$ cat src/rtl/wb_pkg.sv
// Shared definitions for the writeback arbiter: load funct3 codes, the buffered
// entry record and the round-robin pointer width helper.
package wb_pkg;

  localparam logic [2:0] FNC_LB  = 3'b000;
  localparam logic [2:0] FNC_LH  = 3'b001;
  localparam logic [2:0] FNC_LW  = 3'b010;
  localparam logic [2:0] FNC_LBU = 3'b100;
  localparam logic [2:0] FNC_LHU = 3'b101;

  // Entry fields are sized for the widest supported configuration; narrower
  // builds zero-extend into them and read back only the low bits.
  localparam int XLEN_MAX = 64;
  localparam int RD_W_MAX = 8;

  typedef struct packed {
    logic [XLEN_MAX-1:0] data;
    logic [RD_W_MAX-1:0] rd;
    logic                fp;
    logic                load;
    logic [2:0]          funct3;
    logic [1:0]          offset;
  } wb_entry_t;

  function automatic int rr_ptr_w(input int n_src);
    return (n_src > 1) ? $clog2(n_src) : 1;
  endfunction

endpackage

$ cat src/rtl/wb_load_align.sv
// Combinational load alignment: byte/half/word extraction at the given lane
// with sign or zero extension; non-loads and unknown funct3 pass unchanged.
module wb_load_align #(
  parameter int XLEN = 32
) (
  input  logic [XLEN-1:0] din,
  input  logic [2:0]      funct3,
  input  logic [1:0]      offset,
  input  logic            load,
  output logic [XLEN-1:0] dout
);
  import wb_pkg::*;

  logic [7:0]  byte_sel;
  logic [15:0] half_sel;
  logic [31:0] word_sel;

  always_comb begin
    case (offset)
      2'd0:    byte_sel = din[7:0];
      2'd1:    byte_sel = din[15:8];
      2'd2:    byte_sel = din[23:16];
      default: byte_sel = din[31:24];
    endcase
    half_sel = offset[1] ? din[31:16] : din[15:0];
    word_sel = din[31:0];
  end

  always_comb begin
    dout = din;
    if (load) begin
      case (funct3)
        FNC_LB:  dout = XLEN'($signed(byte_sel));
        FNC_LH:  dout = XLEN'($signed(half_sel));
        FNC_LW:  dout = XLEN'($signed(word_sel));
        FNC_LBU: dout = XLEN'(byte_sel);
        FNC_LHU: dout = XLEN'(half_sel);
        default: dout = din;
      endcase
    end
  end

endmodule

$ cat src/rtl/wb_arbiter.sv
// Writeback merge: per-source one-entry buffers drained round-robin into a
// registered register-file write port. WB_LOAD_ALIGN_EN enables load alignment.
module wb_arbiter #(
  parameter int XLEN  = 32,
  parameter int N_SRC = 4,
  parameter int RD_W  = 5
) (
  input  logic                  clk,
  input  logic                  rst_n,
  input  logic                  flush,
  input  logic [N_SRC-1:0]      src_valid,
  output logic [N_SRC-1:0]      src_ready,
  input  logic [N_SRC*XLEN-1:0] src_data,
  input  logic [N_SRC*RD_W-1:0] src_rd,
  input  logic [N_SRC-1:0]      src_fp,
  input  logic [N_SRC-1:0]      src_load,
  input  logic [N_SRC*3-1:0]    src_funct3,
  input  logic [N_SRC*2-1:0]    src_offset,
  output logic                  wb_regwen,
  output logic                  wb_fpregwen,
  output logic [RD_W-1:0]       wb_rd,
  output logic [XLEN-1:0]       wb_wdata,
  output logic                  wb_busy
);
  import wb_pkg::*;

  localparam int PTR_W = rr_ptr_w(N_SRC);

  logic [N_SRC-1:0] buf_v;
  logic [N_SRC-1:0] grant;
  logic [N_SRC-1:0] accept;
  wb_entry_t        buf_q [N_SRC];
  wb_entry_t        new_e [N_SRC];

  logic [PTR_W-1:0] rr_ptr;
  logic [PTR_W-1:0] rr_next;
  logic [PTR_W-1:0] gnt_idx;
  logic [PTR_W-1:0] cand_idx;
  logic             gnt_v;
  int               cand;

  logic [XLEN-1:0]  sel_data;
  logic [XLEN-1:0]  aligned;
  logic [RD_W-1:0]  sel_rd;
  logic             sel_fp;

  // First occupied buffer at or after rr_ptr, wrapping at N_SRC.
  always_comb begin
    gnt_v    = 1'b0;
    gnt_idx  = '0;
    cand     = 0;
    cand_idx = '0;
    for (int k = 0; k < N_SRC; k++) begin
      cand = int'(rr_ptr) + k;
      if (cand >= N_SRC) cand = cand - N_SRC;
      cand_idx = PTR_W'(cand);
      if (!gnt_v && buf_v[cand_idx]) begin
        gnt_v   = 1'b1;
        gnt_idx = cand_idx;
      end
    end
  end

  assign rr_next   = (gnt_idx == PTR_W'(N_SRC - 1)) ? '0 : gnt_idx + PTR_W'(1);
  assign grant     = (flush || !gnt_v) ? '0 : (N_SRC'(1) << gnt_idx);
  assign src_ready = flush ? '0 : (~buf_v | grant);
  assign accept    = src_valid & src_ready;
  assign wb_busy   = |buf_v;

  always_comb begin
    for (int i = 0; i < N_SRC; i++) begin
      new_e[i]      = '0;
      new_e[i].data = XLEN_MAX'(src_data[i*XLEN +: XLEN]);
      new_e[i].rd   = RD_W_MAX'(src_rd[i*RD_W +: RD_W]);
      new_e[i].fp   = src_fp[i];
`ifdef WB_LOAD_ALIGN_EN
      new_e[i].load   = src_load[i];
      new_e[i].funct3 = src_funct3[i*3 +: 3];
      new_e[i].offset = src_offset[i*2 +: 2];
`endif
    end
  end

  always_ff @(posedge clk or negedge rst_n) begin
    if (!rst_n) begin
      buf_v <= '0;
      for (int i = 0; i < N_SRC; i++) buf_q[i] <= '0;
    end else if (flush) begin
      buf_v <= '0;
    end else begin
      for (int i = 0; i < N_SRC; i++) begin
        if (accept[i]) begin
          buf_v[i] <= 1'b1;
          buf_q[i] <= new_e[i];
        end else if (grant[i]) begin
          buf_v[i] <= 1'b0;
        end
      end
    end
  end

  assign sel_data = buf_q[gnt_idx].data[XLEN-1:0];
  assign sel_rd   = buf_q[gnt_idx].rd[RD_W-1:0];
  assign sel_fp   = buf_q[gnt_idx].fp;

`ifdef WB_LOAD_ALIGN_EN
  wb_load_align #(.XLEN(XLEN)) u_load_align (
    .din    (sel_data),
    .funct3 (buf_q[gnt_idx].funct3),
    .offset (buf_q[gnt_idx].offset),
    .load   (buf_q[gnt_idx].load),
    .dout   (aligned)
  );
`else
  // Producers deliver pre-aligned data; the load controls are don't-cares.
  logic unused_load_ctrl;
  assign unused_load_ctrl = ^{src_load, src_funct3, src_offset};
  assign aligned = sel_data;
`endif

  // Integer writes to x0 still consume the entry but never raise the enable.
  always_ff @(posedge clk or negedge rst_n) begin
    if (!rst_n) begin
      wb_regwen   <= 1'b0;
      wb_fpregwen <= 1'b0;
      wb_rd       <= '0;
      wb_wdata    <= '0;
      rr_ptr      <= '0;
    end else if (flush) begin
      wb_regwen   <= 1'b0;
      wb_fpregwen <= 1'b0;
    end else if (gnt_v) begin
      wb_regwen   <= !sel_fp && (sel_rd != '0);
      wb_fpregwen <= sel_fp;
      wb_rd       <= sel_rd;
      wb_wdata    <= aligned;
      rr_ptr      <= rr_next;
    end else begin
      wb_regwen   <= 1'b0;
      wb_fpregwen <= 1'b0;
    end
  end

endmodule

$ cat config.mk
export PLATFORM = sky130hd
export DESIGN_NAME = wb_arbiter
export DESIGN_NICKNAME = d
export VERILOG_FILES = /design/src/rtl/wb_pkg.sv /design/src/rtl/wb_load_align.sv /design/src/rtl/wb_arbiter.sv
export SDC_FILE = /design/constraint.sdc
export NUM_CORES = 1
export LEC_CHECK = 0
export ABC_AREA = 1
export BUFFER_PORTS_ARGS = -buffer_cell sky130_fd_sc_hd__buf_2
export CORE_MARGIN = 5
export CORE_UTILIZATION = 54
export DETAILED_ROUTE_END_ITERATION = 16
export GPL_ROUTABILITY_DRIVEN = 1
export PLACE_DENSITY = 0.81
export SYNTH_ARGS = -nofsm -noshare
export SYNTH_HDL_FRONTEND = slang
export SYNTH_SLANG_ARGS = --single-unit
$ cat constraint.sdc
create_clock -name clk -period 2.85 [get_ports clk]
set_clock_uncertainty 0.05 [all_clocks]
set_input_delay 0.1425 -clock clk [delete_from_list [all_inputs] [get_ports clk]]
set_output_delay 0.1425 -clock clk [all_outputs]
set_load 0.01 [all_outputs]
Word-level counts from Yosys, hierarchy flattened
Cells that the tools add are included.
{"block": "classes", "n_addsub": 8, "multipliers": 0, "div": 0, "magnitude_cmp": 9, "n_eq_ne": 1, "shift": 1, "muxes": 39, "bitwise": 5, "n_reduce_logical": 21}
{"op": "$bmux 79 s2", "count": 1}
{"op": "$mux 47", "count": 2}
{"op": "$mux 1", "count": 20}
{"op": "$mux 2", "count": 9}
{"op": "$ge 3x3->1 const B", "count": 4}
{"op": "$lt 2x3->1 const B", "count": 4}
{"op": "$mux 4", "count": 3}
{"op": "$reduce_bool 3->1", "count": 4}
{"op": "$reduce_and 2->1", "count": 5}
{"op": "$bmux 1 s2", "count": 4}
{"op": "$sub 2x1->2 const B", "count": 4}
{"op": "$add 2x2->3 const B", "count": 2}
{"op": "$logic_not 1->1", "count": 5}
{"op": "$reduce_bool 5->1", "count": 1}
{"op": "$and 4x4->4", "count": 1}
{"op": "$logic_and 1x1->1", "count": 4}
{"op": "$not 4->4", "count": 1}
{"op": "$or 4x4->4", "count": 1}
{"op": "$reduce_or 4->1", "count": 1}
{"op": "$shl 1x2->4 const A", "count": 1}
{"op": "$add 2x1->3 const B", "count": 1}
{"op": "$ge 2x3->1 const B", "count": 1}
{"op": "$not 2->3", "count": 1}
{"op": "$add 2x1->2 const B", "count": 1}
{"op": "3 further kinds", "count": 3}
{"block": "totals", "ff_bits": 197, "latchBits": 0, "mem_bits_rw": 0, "mem_bits_ro": 0, "input_bits": 183, "out_inout_bits": 44, "word_cells": 105, "mem_count": 0}

Longest topological paths before layout
Gate-level depths: netlist of the first run.
{"block": "logic_depth", "depth_word": 22, "depth_mapped": 22, "ltp_nobuf": 18}

Worst setup path before layout of the first run
Ideal clock, no wire load.
{"block": "synth_path", "kind": "register -> register", "from": "register rr_ptr[0]", "to": "register buf_q[165] (netlist name)", "setup_ps": 127, "arrival_ps": 2480, "t_required_ps": 2673, "slack_ps": 192, "stages_incl_launch_ff": 19, "n_path_buf": 4, "synth_period_minus_slack_ps": 2658, "cell_sequence": "dfrtp_1 > buf_6 > inv_6 > nand2_2 > nand3_1 > nand2_1 > nor2_2 > nand4_1 > nand2_2 > buf_2 > ha_1 > nand2_1 > nand2_1 > inv_1 > nor2_2 > nand2_1 > buf_4 > buf_6 > mux2_1"}
{"block": "synth_via", "elab_chain_cells": 21, "elab_cells_between_ends": 45}
{"element": "start: declaration", "line_no": "wb_arbiter.sv:35", "text": "logic [PTR_W-1:0] rr_ptr;"}
{"element": "start signal: assignment", "line_no": "wb_arbiter.sv:137", "text": "rr_ptr <= rr_next;"}
{"element": "branches (longest 16 deep; another with $add 2x1->3)"}
{"element": "$mux 4 *", "line_no": "wb_arbiter.sv:65", "text": "assign grant = (flush || !gnt_v) ? '0 : (N_SRC'(1) << gnt_idx);"}
{"element": "$or 4x4->4 *", "line_no": "wb_arbiter.sv:66", "text": "assign src_ready = flush ? '0 : (~buf_v | grant);"}
{"element": "$mux 4 *", "line_no": "wb_arbiter.sv:66"}
{"element": "via src_ready[1]", "line_no": "wb_arbiter.sv:12", "text": "output logic [N_SRC-1:0] src_ready,"}
{"element": "$and 4x4->4 *", "line_no": "wb_arbiter.sv:67", "text": "assign accept = src_valid & src_ready;"}
{"element": "$reduce_and 2->1 (no source line) *"}
{"element": "end signal: indexed assignment", "line_no": "wb_arbiter.sv:94", "text": "buf_q[i] <= new_e[i];"}
{"element": "end: declaration", "line_no": "wb_arbiter.sv:32", "text": "wb_entry_t buf_q [N_SRC];"}
Mark *: on every way through the listed nets, which the timed path passes. The select of a mux whose other input is x is not followed.
A chain may end at the register's enable or synchronous reset.

Worst setup path in the final report of the first run
{"block": "layout_path", "from": "register rr_ptr[0]", "to": "register buf_q[32] (netlist name)"}
{"block": "layout_via", "elab_chain_cells": 21, "elab_cells_between_ends": 45}
{"element": "branches (longest 16 deep; another with $add 2x1->3)"}
{"element": "$mux 4 *", "line_no": "wb_arbiter.sv:65"}
{"element": "$or 4x4->4 *", "line_no": "wb_arbiter.sv:66"}
{"element": "$mux 4 *", "line_no": "wb_arbiter.sv:66"}
{"element": "$and 4x4->4 *", "line_no": "wb_arbiter.sv:67"}
{"element": "$reduce_and 2->1 (no source line) *"}
Mark *: on every way between the ends. The select of a mux whose other input is x is not followed.

==> results_tabular.tex, run 1 <==
\begin{tabular}{lr}
\hline
Metric & Value \\
\hline
\multicolumn{2}{l}{\textbf{Floorplan}} \\
Area of the core region & 16500 um\^{}2 \\
Starting density of the core & 55.0\% \\
Height of the die & 140 um \\
Cell row count & 47 \\
Number of I/O pins & 227 \\
Floorplan die width & roughly 140 um \\
Die area & about 20000 um\^{}2 \\
\multicolumn{2}{l}{\textbf{Worst setup path}} \\
Critical path arrival & 3.06 ns \\
Data required time of the critical path & 3.11 ns \\
Critical path startpoint category & register \\
Cell occurring most often along the worst timing path & sky130\_fd\_sc\_hd\_\_nand2\_1 \\
CP Capture Type & register \\
Cell-by-cell listing of the critical path & buf\_4 > buf\_4 > nand2\_1 > nand2\_1 > nand2\_2 > nand2\_2 > nor2\_4 > nand3\_1 > nand3\_2 > nand2\_4 > inv\_4 > ha\_2 > nand2\_1 > nand2\_1 > inv\_2 > nor2\_4 > nand2\_8 > clkbuf\_16 > mux2\_1 \\
CP max stage delay & 0.41 ns \\
Worst Setup Path Type & reg2reg \\
Critical path fanouts, max & 9 \\
Cell with the biggest individual delay on the critical path & sky130\_fd\_sc\_hd\_\_dfrtp\_2 \\
\multicolumn{2}{l}{\textbf{GRT}} \\
First-pass GRT wire length & 44700 um \\
Antenna violations before repair & 1 \\
Total global routing track utilization & 28.7\% \\
Vias in the first global route & 8627 \\
Maximum number of pins on one net before global-route repair & 86 \\
Remaining global-route overflow & 0 \\
\multicolumn{2}{l}{\textbf{Placed design}} \\
Placed Instance Area & 10300 um\^{}2 \\
Number of input and output port buffers inserted & about 200 \\
Final HPWL from detailed placement & 15600 um \\
Routability congestion estimate & 0.871 \\
\multicolumn{2}{l}{\textbf{STA}} \\
Crit path time final & roughly 2.8 ns \\
Final slew viol count & 0 \\
Ratio of final minimum period to clock period & 98.2\% \\
Hold Fails Final Rpt & 0 \\
Top achievable clock speed & 0.357 GHz \\
Worst slew margin relative to its limit & 54.1\% \\
Worst-Margin Slew & between 0.6 and 0.7 ns \\
Final setup violating endpoints & 0 \\
\multicolumn{2}{l}{\textbf{Power}} \\
Switching Fraction & 41.5\% \\
Clock Power Share & between 10\% and 20\% \\
Sequential Power Share & 32.6\% \\
Highest ir drop seen on vdd & 994 uV \\
Combinational Power Share & 48.2\% \\
Pint & $\sim$7700 uW \\
Leakage power total & 0.00615 uW \\
Switching power & between 5000 and 6000 uW \\
PwrDens & between 1000 and 1500 nW/um\^{}2 \\
\multicolumn{2}{l}{\textbf{Synthesis}} \\
Primary flip-flop cell chosen by synthesis mapping & sky130\_fd\_sc\_hd\_\_dfrtp\_1 \\
Register area share after synthesis & 54.3\% \\
Net count after synthesis & 1073 \\
Register bit count reported by yosys & 197 \\
Cell types with the largest area share after synthesis & sky130\_fd\_sc\_hd\_\_dfrtp\_1, sky130\_fd\_sc\_hd\_\_nand2\_1, sky130\_fd\_sc\_hd\_\_mux2\_1, sky130\_fd\_sc\_hd\_\_nor2\_1, sky130\_fd\_sc\_hd\_\_mux2\_2 \\
Summed instance area of the synthesized netlist & roughly 9000 um\^{}2 \\
Post-synthesis cell count & 886 \\
Library cell with the largest summed area after synthesis & sky130\_fd\_sc\_hd\_\_dfrtp\_1 \\
Syn\_area\_per\_cell & 10.2 um\^{}2 \\
Share of flip-flops with an asynchronous set or reset after synthesis & 100\% \\
Distinct cell type count after synthesis & 30 \\
Top-area cell type share of the netlist area & 54.3\% \\
Total of warnings raised by yosys & 0 \\
Number of enable-type register cells in the synthesized netlist & 0 \\
\multicolumn{2}{l}{\textbf{Route}} \\
Drt first-iter violations & 576 \\
Routed wire length & about 29000 um \\
Routed Antenna Nets & 0 \\
Total vias in the final route & 8255 \\
Average wire per cell in the routed design & 19.5 um \\
Number of design rule violations left after detail routing & 0 \\
DRT Pass-1 Iters & 6 \\
Met3 Routed Length & 2160 um \\
Routed wire length on met2 & 14900 um \\
Routed metal-1 wirelength & 10700 um \\
Via-to-Cell Ratio & 5.57 \\
Highest routing layer actually used & met4 \\
\multicolumn{2}{l}{\textbf{Layout}} \\
Leading cell type in the layout, fill and taps excluded & sky130\_fd\_sc\_hd\_\_buf\_2 \\
Synth-to-Final Area Change & 40.5\% \\
Finished Cell Area & 12800 um\^{}2 \\
Final cell utilization of the core & between 70\% and 80\% \\
Most frequent cells in the layout & sky130\_fd\_sc\_hd\_\_buf\_2, sky130\_fd\_sc\_hd\_\_dfrtp\_1, sky130\_fd\_sc\_hd\_\_dlygate4sd3\_1 \\
Layout cells sized above 1 & 30.7\% \\
Total number of nets in the final design & approximately 1400 \\
\multicolumn{2}{l}{\textbf{CTS}} \\
Level count of the clock H-tree & 4 \\
Number of buffers created by CTS & 17 \\
CTS tree & done \\
Number of sinks driven by the clock tree & 197 \\
Cell at the root of the clock tree & sky130\_fd\_sc\_hd\_\_clkbuf\_16 \\
Clk slew on worst S/H paths & 0.07 ns \\
Clock latency at the later pin of the worst-skew pair & 0.43 ns \\
Maximum number of buffers from clock root to sink & 2 \\
\multicolumn{2}{l}{\textbf{Flow run}} \\
Max-cap violations & 0 \\
\multicolumn{2}{l}{\textbf{Min path}} \\
Worst hold-check path type & in2reg \\
\multicolumn{2}{l}{\textbf{Status}} \\
Result of the run & finished clean \\
\hline
\end{tabular}
## cells by family after synthesis
family | after synthesis | synth area share, %
AOI/OAI and AO/OA | 173 | 12.8
muxes | 87 | 11.3
DFF | 197 | 54.3
buffers and inverters | 138 | 7.69
and+or+nand+nor | 287 | 13.4
adders and majority gates | 4 | 0.551
## routing by layer
| layer | GRT usage (%) | vias to the layer above |
|---|---|---|
| met5 | 0 | - |
| met4 | 11.3 | 0 |
| met3 | 6.00 | 95 |
| met2 | 50.4 | 433 |
| met1 | 34.7 | 4044 |
| li1 | - | 3683 |
## synthesized netlist by cell type (9+ instances only)
library cell,count
sky130_fd_sc_hd__dfrtp_1,197
sky130_fd_sc_hd__nand2_1,130
sky130_fd_sc_hd__nor2_1,113
sky130_fd_sc_hd__inv_1,72
sky130_fd_sc_hd__a21oi_1,67
sky130_fd_sc_hd__o211ai_1,42
sky130_fd_sc_hd__mux2_1,41
sky130_fd_sc_hd__mux2_2,33
sky130_fd_sc_hd__a31oi_1,32
sky130_fd_sc_hd__buf_2,23
sky130_fd_sc_hd__o211ai_2,20
sky130_fd_sc_hd__nand3_1,16
sky130_fd_sc_hd__buf_6,15
sky130_fd_sc_hd__mux2_4,13
sky130_fd_sc_hd__clkbuf_1,10
sky130_fd_sc_hd__nand2_2,10
sky130_fd_sc_hd__inv_2,9
## power groups by stage
stage	Sequential (uW)	Clock [uW]	Combinational, uW
CTS	4250	2530	5810
detailed placement	4290	0	5590
global route	4360	2650	6860
finish	4270	2520	6320
floorplan	4270	0	4150
global placement	4240	0	5440
## sequential cells by signal, indices dropped and copies added, names as in the netlist
register,count
buf_v,4
wb_wdata,32
wb_regwen,1
wb_rd,5
wb_fpregwen,1
buf_q,152
rr_ptr,2
## worst max-delay path: cells and delay by family, from the launching register on
family | cells | cell delay (ns)
simple gates | 12 | 1.12
buf+inv | 5 | 0.61
flops | 1 | 0.41
mux | 1 | 0.32
fa+ha+maj | 1 | 0.15
## timing repair
item                                   in CTS  in global routing
setup buffers                               0                 10
pin swaps                                   0                  5
hold buffers                              157                  0
endpoints found under the hold margin     236                  0
setup endpoints to repair                   6                112
resized for setup                           1                 25
gates cloned                                0                  4
## final timing paths
check / startpoint / endpoint / slack (ns) / cells past startpoint
max: rr_ptr[0] / buf_q[32] / 0.05 / 19
min: flush / buf_v[2] / 0.02 / 2
max reg2reg: rr_ptr[0] / buf_q[32] / 0.05 / 19
min reg2reg: buf_q[15] / buf_q[15] / 0.44 / 1
max in group asynchronous: rst_n / buf_q[268] / 1.70 / 3
min in group asynchronous: rst_n / buf_q[18] / 0.27 / 2
## per-stage QoR
step | total power (uW) | setup slack, ns | std cells | setup TNS, ns | hold WS (ns)
2_1_floorplan | 8420 | 0.192 | 886 | 0 | -0.203
3_3_place_gp | 9690 | 0.183 | 1279 | 0 | 0.189
3_5_place_dp | 9880 | 0.0371 | 1279 | 0 | 0.189
4_1_cts | 12600 | 0.0886 | 1468 | 0 | 0.00919
5_1_grt | 13900 | -0.0725 | 1483 | -1.98 | 0.0405
6_report | 13100 | 0.0526 | 1483 | 0 | 0.0247
## cell type report
type	count	area [um^2]
clock inverters	11	146
repair buffers	400	3090
well taps	220	275
flip-flops and latches	197	4930
clock buffers	21	460
multi-input cells	551	3540
fillers	956	3770
inverters	82	315
diodes	1	2.50
Power figures use the tool's default switching activity.
==> run 2, diff against run 1 <==
--- a/config.mk
+++ b/config.mk
@@ -7,11 +7,14 @@
 export LEC_CHECK = 0
 export ABC_AREA = 1
 export BUFFER_PORTS_ARGS = -buffer_cell sky130_fd_sc_hd__buf_2
+export CAP_MARGIN = 20
+export CELL_PAD_IN_SITES_DETAIL_PLACEMENT = 0
+export CELL_PAD_IN_SITES_GLOBAL_PLACEMENT = 1
 export CORE_MARGIN = 5
-export CORE_UTILIZATION = 54
+export CORE_UTILIZATION = 41
 export DETAILED_ROUTE_END_ITERATION = 16
 export GPL_ROUTABILITY_DRIVEN = 1
-export PLACE_DENSITY = 0.81
+export PLACE_DENSITY_LB_ADDON = 0.1
 export SYNTH_ARGS = -nofsm -noshare
 export SYNTH_HDL_FRONTEND = slang
 export SYNTH_SLANG_ARGS = --single-unit
==> results_tabular.tex, run 2 (synthesized netlist as in run 1, its figures left out) <==
\begin{tabular}{lr}
\hline
Metric & Value \\
\hline
\multicolumn{2}{l}{\textbf{CTS}} \\
Maximum number of buffers from clock root to sink & 2 \\
Number of sinks driven by the clock tree & 197 \\
CTS tree & done \\
Clock latency at the later pin of the worst-skew pair & 0.43 ns \\
Number of buffers created by CTS & 17 \\
Level count of the clock H-tree & 4 \\
Clk slew on worst S/H paths & 0.07 ns \\
Cell at the root of the clock tree & sky130\_fd\_sc\_hd\_\_clkbuf\_16 \\
\multicolumn{2}{l}{\textbf{Route}} \\
Drt first-iter violations & 332 \\
Routed Antenna Nets & 0 \\
Via-to-Cell Ratio & 4.79 \\
Routed wire length & 25000 um \\
Number of design rule violations left after detail routing & 0 \\
Average wire per cell in the routed design & roughly 16 um \\
Total vias in the final route & 7384 \\
DRT Pass-1 Iters & 4 \\
\multicolumn{2}{l}{\textbf{Floorplan}} \\
Area of the core region & around 22000 um\^{}2 \\
Floorplan die width & 159 um \\
Cell row count & 54 \\
Die area & around 25000 um\^{}2 \\
Starting density of the core & 41.6\% \\
Height of the die & 159 um \\
Number of I/O pins & 227 \\
\multicolumn{2}{l}{\textbf{GRT}} \\
First-pass GRT wire length & 41200 um \\
Routing layer with the top usage in global route & met2 \\
Global-route met1 utilization & between 20\% and 30\% \\
Maximum number of pins on one net before global-route repair & 95 \\
Total global routing track utilization & 20.0\% \\
Met2 track utilization from global routing & 33.2\% \\
Remaining global-route overflow & 0 \\
Antenna violations before repair & 1 \\
Vias in the first global route & 7762 \\
Met3 usage & 4.25\% \\
\multicolumn{2}{l}{\textbf{Layout}} \\
Leading cell type in the layout, fill and taps excluded & sky130\_fd\_sc\_hd\_\_buf\_2 \\
Layout cells sized above 1 & 30.0\% \\
Top flop regs & buf\_q (152), wb\_wdata (32), wb\_rd (5) \\
Finished Cell Area & roughly 13000 um\^{}2 \\
Final cell utilization of the core & around 58\% \\
Total number of nets in the final design & between 1000 and 1500 \\
Seq. cell area & a little under 5000 um\^{}2 \\
Footprint of the multi-input gates & roughly 3500 um\^{}2 \\
Most frequent cells in the layout & sky130\_fd\_sc\_hd\_\_buf\_2, sky130\_fd\_sc\_hd\_\_dfrtp\_1, sky130\_fd\_sc\_hd\_\_dlygate4sd3\_1 \\
Count of filler cells inserted in the layout & 1914 \\
Synth-to-Final Area Change & 40.0\% \\
Largest register by flop count & buf\_q \\
Largest register FFs & 152 \\
\multicolumn{2}{l}{\textbf{Worst setup path}} \\
Worst-case reg-to-reg path depth & 17 \\
Critical path startpoint category & register \\
Data required time of the critical path & approximately 2.7 ns \\
CP Capture Type & output pin \\
Critical path arrival & 2.48 ns \\
Worst Setup Path Type & reg2out \\
Reg2reg setup slack & 0.21 ns \\
Critical path fanouts, max & 5 \\
R2r endpoint & buf\_q[27] \\
Start of the worst register-to-register path & rr\_ptr[0] \\
\multicolumn{2}{l}{\textbf{Power}} \\
Highest ir drop seen on vdd & 1270 uV \\
Clock Power Share & 18.9\% \\
Leakage power total & 0.00610 uW \\
Switching power & between 5000 and 6000 uW \\
Sequential Power Share & between 30\% and 40\% \\
Switching Fraction & 40.8\% \\
Combinational Power Share & 48.1\% \\
Pint & about 7600 uW \\
PwrDens & between 1000 and 1500 nW/um\^{}2 \\
Power Total & roughly 13000 uW \\
\multicolumn{2}{l}{\textbf{Flow run}} \\
Max-cap violations & 0 \\
\multicolumn{2}{l}{\textbf{Min path}} \\
Sink of the worst hold path & buf\_v[0] \\
Worst hold-check path type & in2reg \\
Number of cells traversed by the worst hold path & 2 \\
Source of the worst hold timing path & flush \\
\multicolumn{2}{l}{\textbf{Placed design}} \\
Final HPWL from detailed placement & 16500 um \\
Placed Instance Area & roughly 10000 um\^{}2 \\
Routability congestion estimate & approximately 0.8 \\
Number of input and output port buffers inserted & 202 \\
\multicolumn{2}{l}{\textbf{STA}} \\
Crit path time final & 2.67 ns \\
Worst slew margin relative to its limit & 47.9\% \\
Ratio of final minimum period to clock period & 93.7\% \\
Final setup violating endpoints & 0 \\
Hold Fails Final Rpt & 0 \\
Top achievable clock speed & 0.374 GHz \\
Final slew viol count & 0 \\
Worst-Margin Slew & 0.782 ns \\
\multicolumn{2}{l}{\textbf{Status}} \\
Result of the run & finished clean \\
\hline
\end{tabular}
## run 2: cell count changes in the layout (fill, tap and decap cells not counted), sizes merged
cell          change
clkbuf            -4
bufinv            -2
buf               +4
dlymetal6s2s      -1
clkinvlp          -1
inv               +5
clkinv            -1
## run 2: stage by stage
step                      hold WS [ns]  setup slack, ns  setup TNS, ns  instances
after global placement           0.231            0.106              0       1344
after detailed placement         0.234            0.110              0       1344
after global routing            0.0295         -0.00150       -0.00150       1543
after CTS                       0.0258           0.0315              0       1533
final                           0.0392            0.179              0       1543
after floorplan                 -0.203            0.192              0        886
## run 2: critical path, stage by stage (launching register included)
cell and delay [ns]:
sky130_fd_sc_hd__dfrtp_2 0.45, sky130_fd_sc_hd__buf_4 0.16, sky130_fd_sc_hd__nand2_1 0.07, sky130_fd_sc_hd__nand2_2 0.08
sky130_fd_sc_hd__nand2_2 0.07, sky130_fd_sc_hd__nand2_1 0.06, sky130_fd_sc_hd__nor2_2 0.13, sky130_fd_sc_hd__nand4_1 0.15
sky130_fd_sc_hd__nand2_4 0.14, sky130_fd_sc_hd__ha_4 0.14, sky130_fd_sc_hd__nand2_1 0.05, sky130_fd_sc_hd__nand2_1 0.10
sky130_fd_sc_hd__inv_1 0.07, sky130_fd_sc_hd__nor2_2 0.14, sky130_fd_sc_hd__buf_4 0.12, sky130_fd_sc_hd__buf_2 0.12
## run 2: per-layer routing
metal  vias to the layer above  routed length [um]
met5                         -                   0
li1                       3684                   -
met4                         0                 274
met2                       154               12200
met1                      3530               11600
met3                        16                1010
## run 2: cell type report
cell class,count,share of cell area [%]
antenna,1,0.0197
clock buffer,20,3.59
clock inverter,12,1.02
inverter,82,2.48
multi-input combinational,551,27.5
sequential,197,38.8
tap,280,2.76
timing repair buffer,400,23.8
## run 2: repair_timing
action                                 CTS  global route
setup endpoints to repair                0           123
setup buffers                            0             9
endpoints found under the hold margin  244             0
gates resized for setup                  0            11
hold buffers                           157             0
## run 2: worst max-delay path by stage
stage	start	to	slack, ns	cells after the start
3_5_place_dp	rr_ptr[0]	buf_q[183]	0.11	17
6_report	rr_ptr[0]	src_ready[1]	0.18	15
3_3_place_gp	rr_ptr[0]	buf_q[184]	0.11	15
5_1_grt	rr_ptr[0]	src_ready[2]	-0.002	17
2_1_floorplan	rr_ptr[0]	buf_q[165]	0.19	18
4_1_cts	rr_ptr[0]	src_ready[1]	0.03	16
## run 2: power by group through the flow
stage               clock, uW  combinational (uW)  sequential [uW]
floorplan                   0                4150             4270
global placement            0                5740             4280
detailed placement          0                5770             4290
CTS                      2490                5960             4250
global route             2610                6850             4330
finish                   2410                6150             4220
==> run 3, diff against run 2 <==
--- a/config.mk
+++ b/config.mk
@@ -5,13 +5,12 @@
 export SDC_FILE = /design/constraint.sdc
 export NUM_CORES = 1
 export LEC_CHECK = 0
-export ABC_AREA = 1
 export BUFFER_PORTS_ARGS = -buffer_cell sky130_fd_sc_hd__buf_2
 export CAP_MARGIN = 20
 export CELL_PAD_IN_SITES_DETAIL_PLACEMENT = 0
 export CELL_PAD_IN_SITES_GLOBAL_PLACEMENT = 1
 export CORE_MARGIN = 5
-export CORE_UTILIZATION = 41
+export CORE_UTILIZATION = 42
 export DETAILED_ROUTE_END_ITERATION = 16
 export GPL_ROUTABILITY_DRIVEN = 1
 export PLACE_DENSITY_LB_ADDON = 0.1
==> results_tabular.tex, run 3 <==
\begin{tabular}{lr}
\hline
Metric & Value \\
\hline
\multicolumn{2}{l}{\textbf{STA}} \\
Worst-Margin Slew & 0.780 ns \\
Post-layout worst setup margin & approximately 0.21 ns \\
Final slew viol count & 0 \\
Crit path time final & 2.64 ns \\
Worst slew margin relative to its limit & 48.0\% \\
Final setup violating endpoints & 0 \\
Ratio of final minimum period to clock period & 92.6\% \\
RSZ-0062 raised after global routing & no \\
Hold Fails Final Rpt & 0 \\
Aggregate negative setup slack & 0 ns \\
Top achievable clock speed & 0.379 GHz \\
\multicolumn{2}{l}{\textbf{Power}} \\
Clock Power Share & between 20 and 30\% \\
Leakage power total & 0.00574 uW \\
Sequential Power Share & 43.9\% \\
Power Total & approximately 8900 uW \\
PwrDens & around 720 nW/um\^{}2 \\
Switching Fraction & 30.5\% \\
Combinational Power Share & $\sim$28\% \\
Switching power & 2730 uW \\
Highest ir drop seen on vdd & 367 uV \\
Pint & just over 6000 uW \\
\multicolumn{2}{l}{\textbf{Placed design}} \\
Post-placement setup slack & 0.179 ns \\
Number of input and output port buffers inserted & 202 \\
Routability congestion estimate & about 0.77 \\
Final HPWL from detailed placement & 15700 um \\
Inst Count DP & 1123 \\
\multicolumn{2}{l}{\textbf{GRT}} \\
Antenna violations before repair & 0 \\
Total global routing track utilization & 21.2\% \\
Remaining global-route overflow & 0 \\
Maximum number of pins on one net before global-route repair & 83 \\
Vias in the first global route & around 7500 \\
First-pass GRT wire length & 40300 um \\
\multicolumn{2}{l}{\textbf{Layout}} \\
Layout cells sized above 1 & 42.6\% \\
Largest register by flop count & buf\_q \\
Top flop regs & buf\_q (152), wb\_wdata (32), wb\_rd (5) \\
Synth-to-Final Area Change & 39.8\% \\
Leading cell type in the layout, fill and taps excluded & sky130\_fd\_sc\_hd\_\_buf\_2 \\
Total number of nets in the final design & 1215 \\
Post-Layout Cell Count & 1313 \\
Antenna cells & 0 \\
Most frequent cells in the layout & sky130\_fd\_sc\_hd\_\_buf\_2, sky130\_fd\_sc\_hd\_\_dfrtp\_1, sky130\_fd\_sc\_hd\_\_dlygate4sd3\_1 \\
Largest register FFs & 152 \\
\multicolumn{2}{l}{\textbf{Synthesis}} \\
Summed instance area of the synthesized netlist & 8840 um\^{}2 \\
Register area share after synthesis & a little under three fifths \\
Post-synthesis cell count & 681 \\
Register bit count reported by yosys & 197 \\
Syn\_area\_per\_cell & 13.0 um\^{}2 \\
Most frequent cells after synthesis & sky130\_fd\_sc\_hd\_\_dfrtp\_1, sky130\_fd\_sc\_hd\_\_mux2\_2, sky130\_fd\_sc\_hd\_\_nand2\_1 \\
Share of flip-flops with an asynchronous set or reset after synthesis & 100\% \\
Top-area cell type share of the netlist area & between 50\% and 60\% \\
Top-count cell post-synth & sky130\_fd\_sc\_hd\_\_dfrtp\_1 \\
Library cell with the largest summed area after synthesis & sky130\_fd\_sc\_hd\_\_dfrtp\_1 \\
Primary flip-flop cell chosen by synthesis mapping & sky130\_fd\_sc\_hd\_\_dfrtp\_1 \\
Distinct cell type count after synthesis & 36 \\
Cell types with the largest area share after synthesis & sky130\_fd\_sc\_hd\_\_dfrtp\_1, sky130\_fd\_sc\_hd\_\_mux2\_2, sky130\_fd\_sc\_hd\_\_a211oi\_2, sky130\_fd\_sc\_hd\_\_nand2\_1, sky130\_fd\_sc\_hd\_\_a311oi\_1 \\
Total of warnings raised by yosys & 0 \\
Net count after synthesis & 868 \\
Number of enable-type register cells in the synthesized netlist & 0 \\
\multicolumn{2}{l}{\textbf{Worst setup path}} \\
Critical path buffer and inverter count & 2 \\
CP Capture Type & register \\
CP max stage delay & 0.47 ns \\
Cell-by-cell listing of the critical path & mux2i\_1 > a221oi\_4 > inv\_1 > ha\_1 > nor2b\_1 > nor2\_1 > and2\_2 > buf\_12 > mux2\_2 \\
Critical path fanouts, max & 28 \\
Data required time of the critical path & 3.11 ns \\
Cell with the biggest individual delay on the critical path & sky130\_fd\_sc\_hd\_\_dfrtp\_2 \\
Critical path startpoint category & register \\
Top Family by Delay on Critical Path & simple AND/OR/NAND/NOR gates \\
Worst Setup Path Type & reg2reg \\
Critical path arrival & around 2.9 ns \\
\multicolumn{2}{l}{\textbf{Floorplan}} \\
Height of the die & 155 um \\
Number of I/O pins & 227 \\
Cell row count & 53 \\
Die area & 24000 um\^{}2 \\
Area of the core region & 20900 um\^{}2 \\
Starting density of the core & 42.3\% \\
Floorplan die width & around 160 um \\
\multicolumn{2}{l}{\textbf{CTS}} \\
Setup repair bufs after CTS & 0 \\
Clock latency at the later pin of the worst-skew pair & $\sim$0.43 ns \\
Level count of the clock H-tree & 4 \\
CTS tree & done \\
Cell at the root of the clock tree & sky130\_fd\_sc\_hd\_\_clkbuf\_16 \\
Number of buffers created by CTS & 17 \\
Number of sinks driven by the clock tree & 197 \\
Maximum number of buffers from clock root to sink & 2 \\
Clk slew on worst S/H paths & 0.07 ns \\
\multicolumn{2}{l}{\textbf{Status}} \\
Result of the run & finished clean \\
\multicolumn{2}{l}{\textbf{Route}} \\
Routed wire length & 25100 um \\
Via-to-Cell Ratio & 5.21 \\
Number of design rule violations left after detail routing & 0 \\
Average wire per cell in the routed design & 19.2 um \\
Drt first-iter violations & 305 \\
DRT Pass-1 Iters & 4 \\
Total vias in the final route & slightly below 7000 \\
Routed Antenna Nets & 0 \\
\multicolumn{2}{l}{\textbf{Min path}} \\
Worst hold-check path type & in2reg \\
\multicolumn{2}{l}{\textbf{Flow run}} \\
Max-cap violations & 0 \\
\hline
\end{tabular}
run 3: changes by cell type in the layout (fill, tap and decap cells not counted), sizes merged, moves of 42 or more:
cell,delta
nor2,-104
inv,-83
a21oi,-66
mux2,+65
nand2,-65
o211ai,-62
a211oi,+42
and3,+42
run 3: power by group through the flow:
| stage | Combinational, uW | Sequential, uW | Clock (uW) |
|---|---|---|---|
| after global placement | 2340 | 3940 | 0 |
| after floorplan | 1540 | 3960 | 0 |
| after global routing | 2800 | 4010 | 2620 |
| after detailed placement | 2400 | 3970 | 0 |
| final | 2550 | 3920 | 2460 |
| after CTS | 2580 | 3920 | 2510 |
run 3: cell type report:
class | count | area [um^2]
fillers | 1733 | 8540
flip-flops and latches | 197 | 4930
inverters | 4 | 17.5
repair buffers | 382 | 2860
clock inverters | 11 | 151
multi-input cells | 426 | 3610
clock buffers | 18 | 439
well taps | 275 | 344
run 3: stage by stage:
| stage | area (um^2) | hold slack (ns) | utilization (%) |
|---|---|---|---|
| 3_3_place_gp | 10100 | 0.183 | 48.6 |
| 5_1_grt | 12400 | 0.115 | 59.1 |
| 3_5_place_dp | 10100 | 0.189 | 48.6 |
| 6_report | 12400 | 0.0919 | 59.1 |
| 2_1_floorplan | 8840 | -0.203 | - |
| 4_1_cts | 12400 | 0.0801 | 59.1 |
run 3: cells by family (layout without fill, tap and decap cells):
kind of cell / count (synthesis) / count (layout) / share of synthesized area, %
DFF: 197 / 197 / 55.8
adders and majority gates: 4 / 4 / 0.566
AOI/OAI and AO/OA: 121 / 121 / 12.5
and+or+nand+nor: 148 / 148 / 7.97
muxes: 153 / 153 / 19.5
buffers and inverters: 58 / 415 / 3.64
run 3: what timing repair did:
| action | 4_1_cts | 5_1_grt |
|---|---|---|
| hold endpoints to repair | 236 | 0 |
| setup endpoints to repair | 0 | 6 |
| hold buffers | 161 | 0 |
| gates resized for setup | 0 | 1 |
run 3: metal layers:
layer  wire length (um)  up-vias  GRT usage [%]
met5                  0        -              0
met4                480        0           6.14
met3               1200       36           4.39
met2              12600      169           36.3
met1              10900     3475           27.2
li1                   -     3167              -
run 3: final timing paths:
kind / startpoint / end / slack (ns) / cells after the start
min in group asynchronous: rst_n / buf_q[43] / 0.24 / 2
max: rr_ptr[1] / buf_q[282] / 0.21 / 9
min reg2reg: wb_wdata[15] / wb_wdata[15] / 0.42 / 1
max in group asynchronous: rst_n / buf_q[275] / 1.66 / 3
min: flush / rr_ptr[0] / 0.09 / 2
max reg2reg: rr_ptr[1] / buf_q[282] / 0.21 / 9
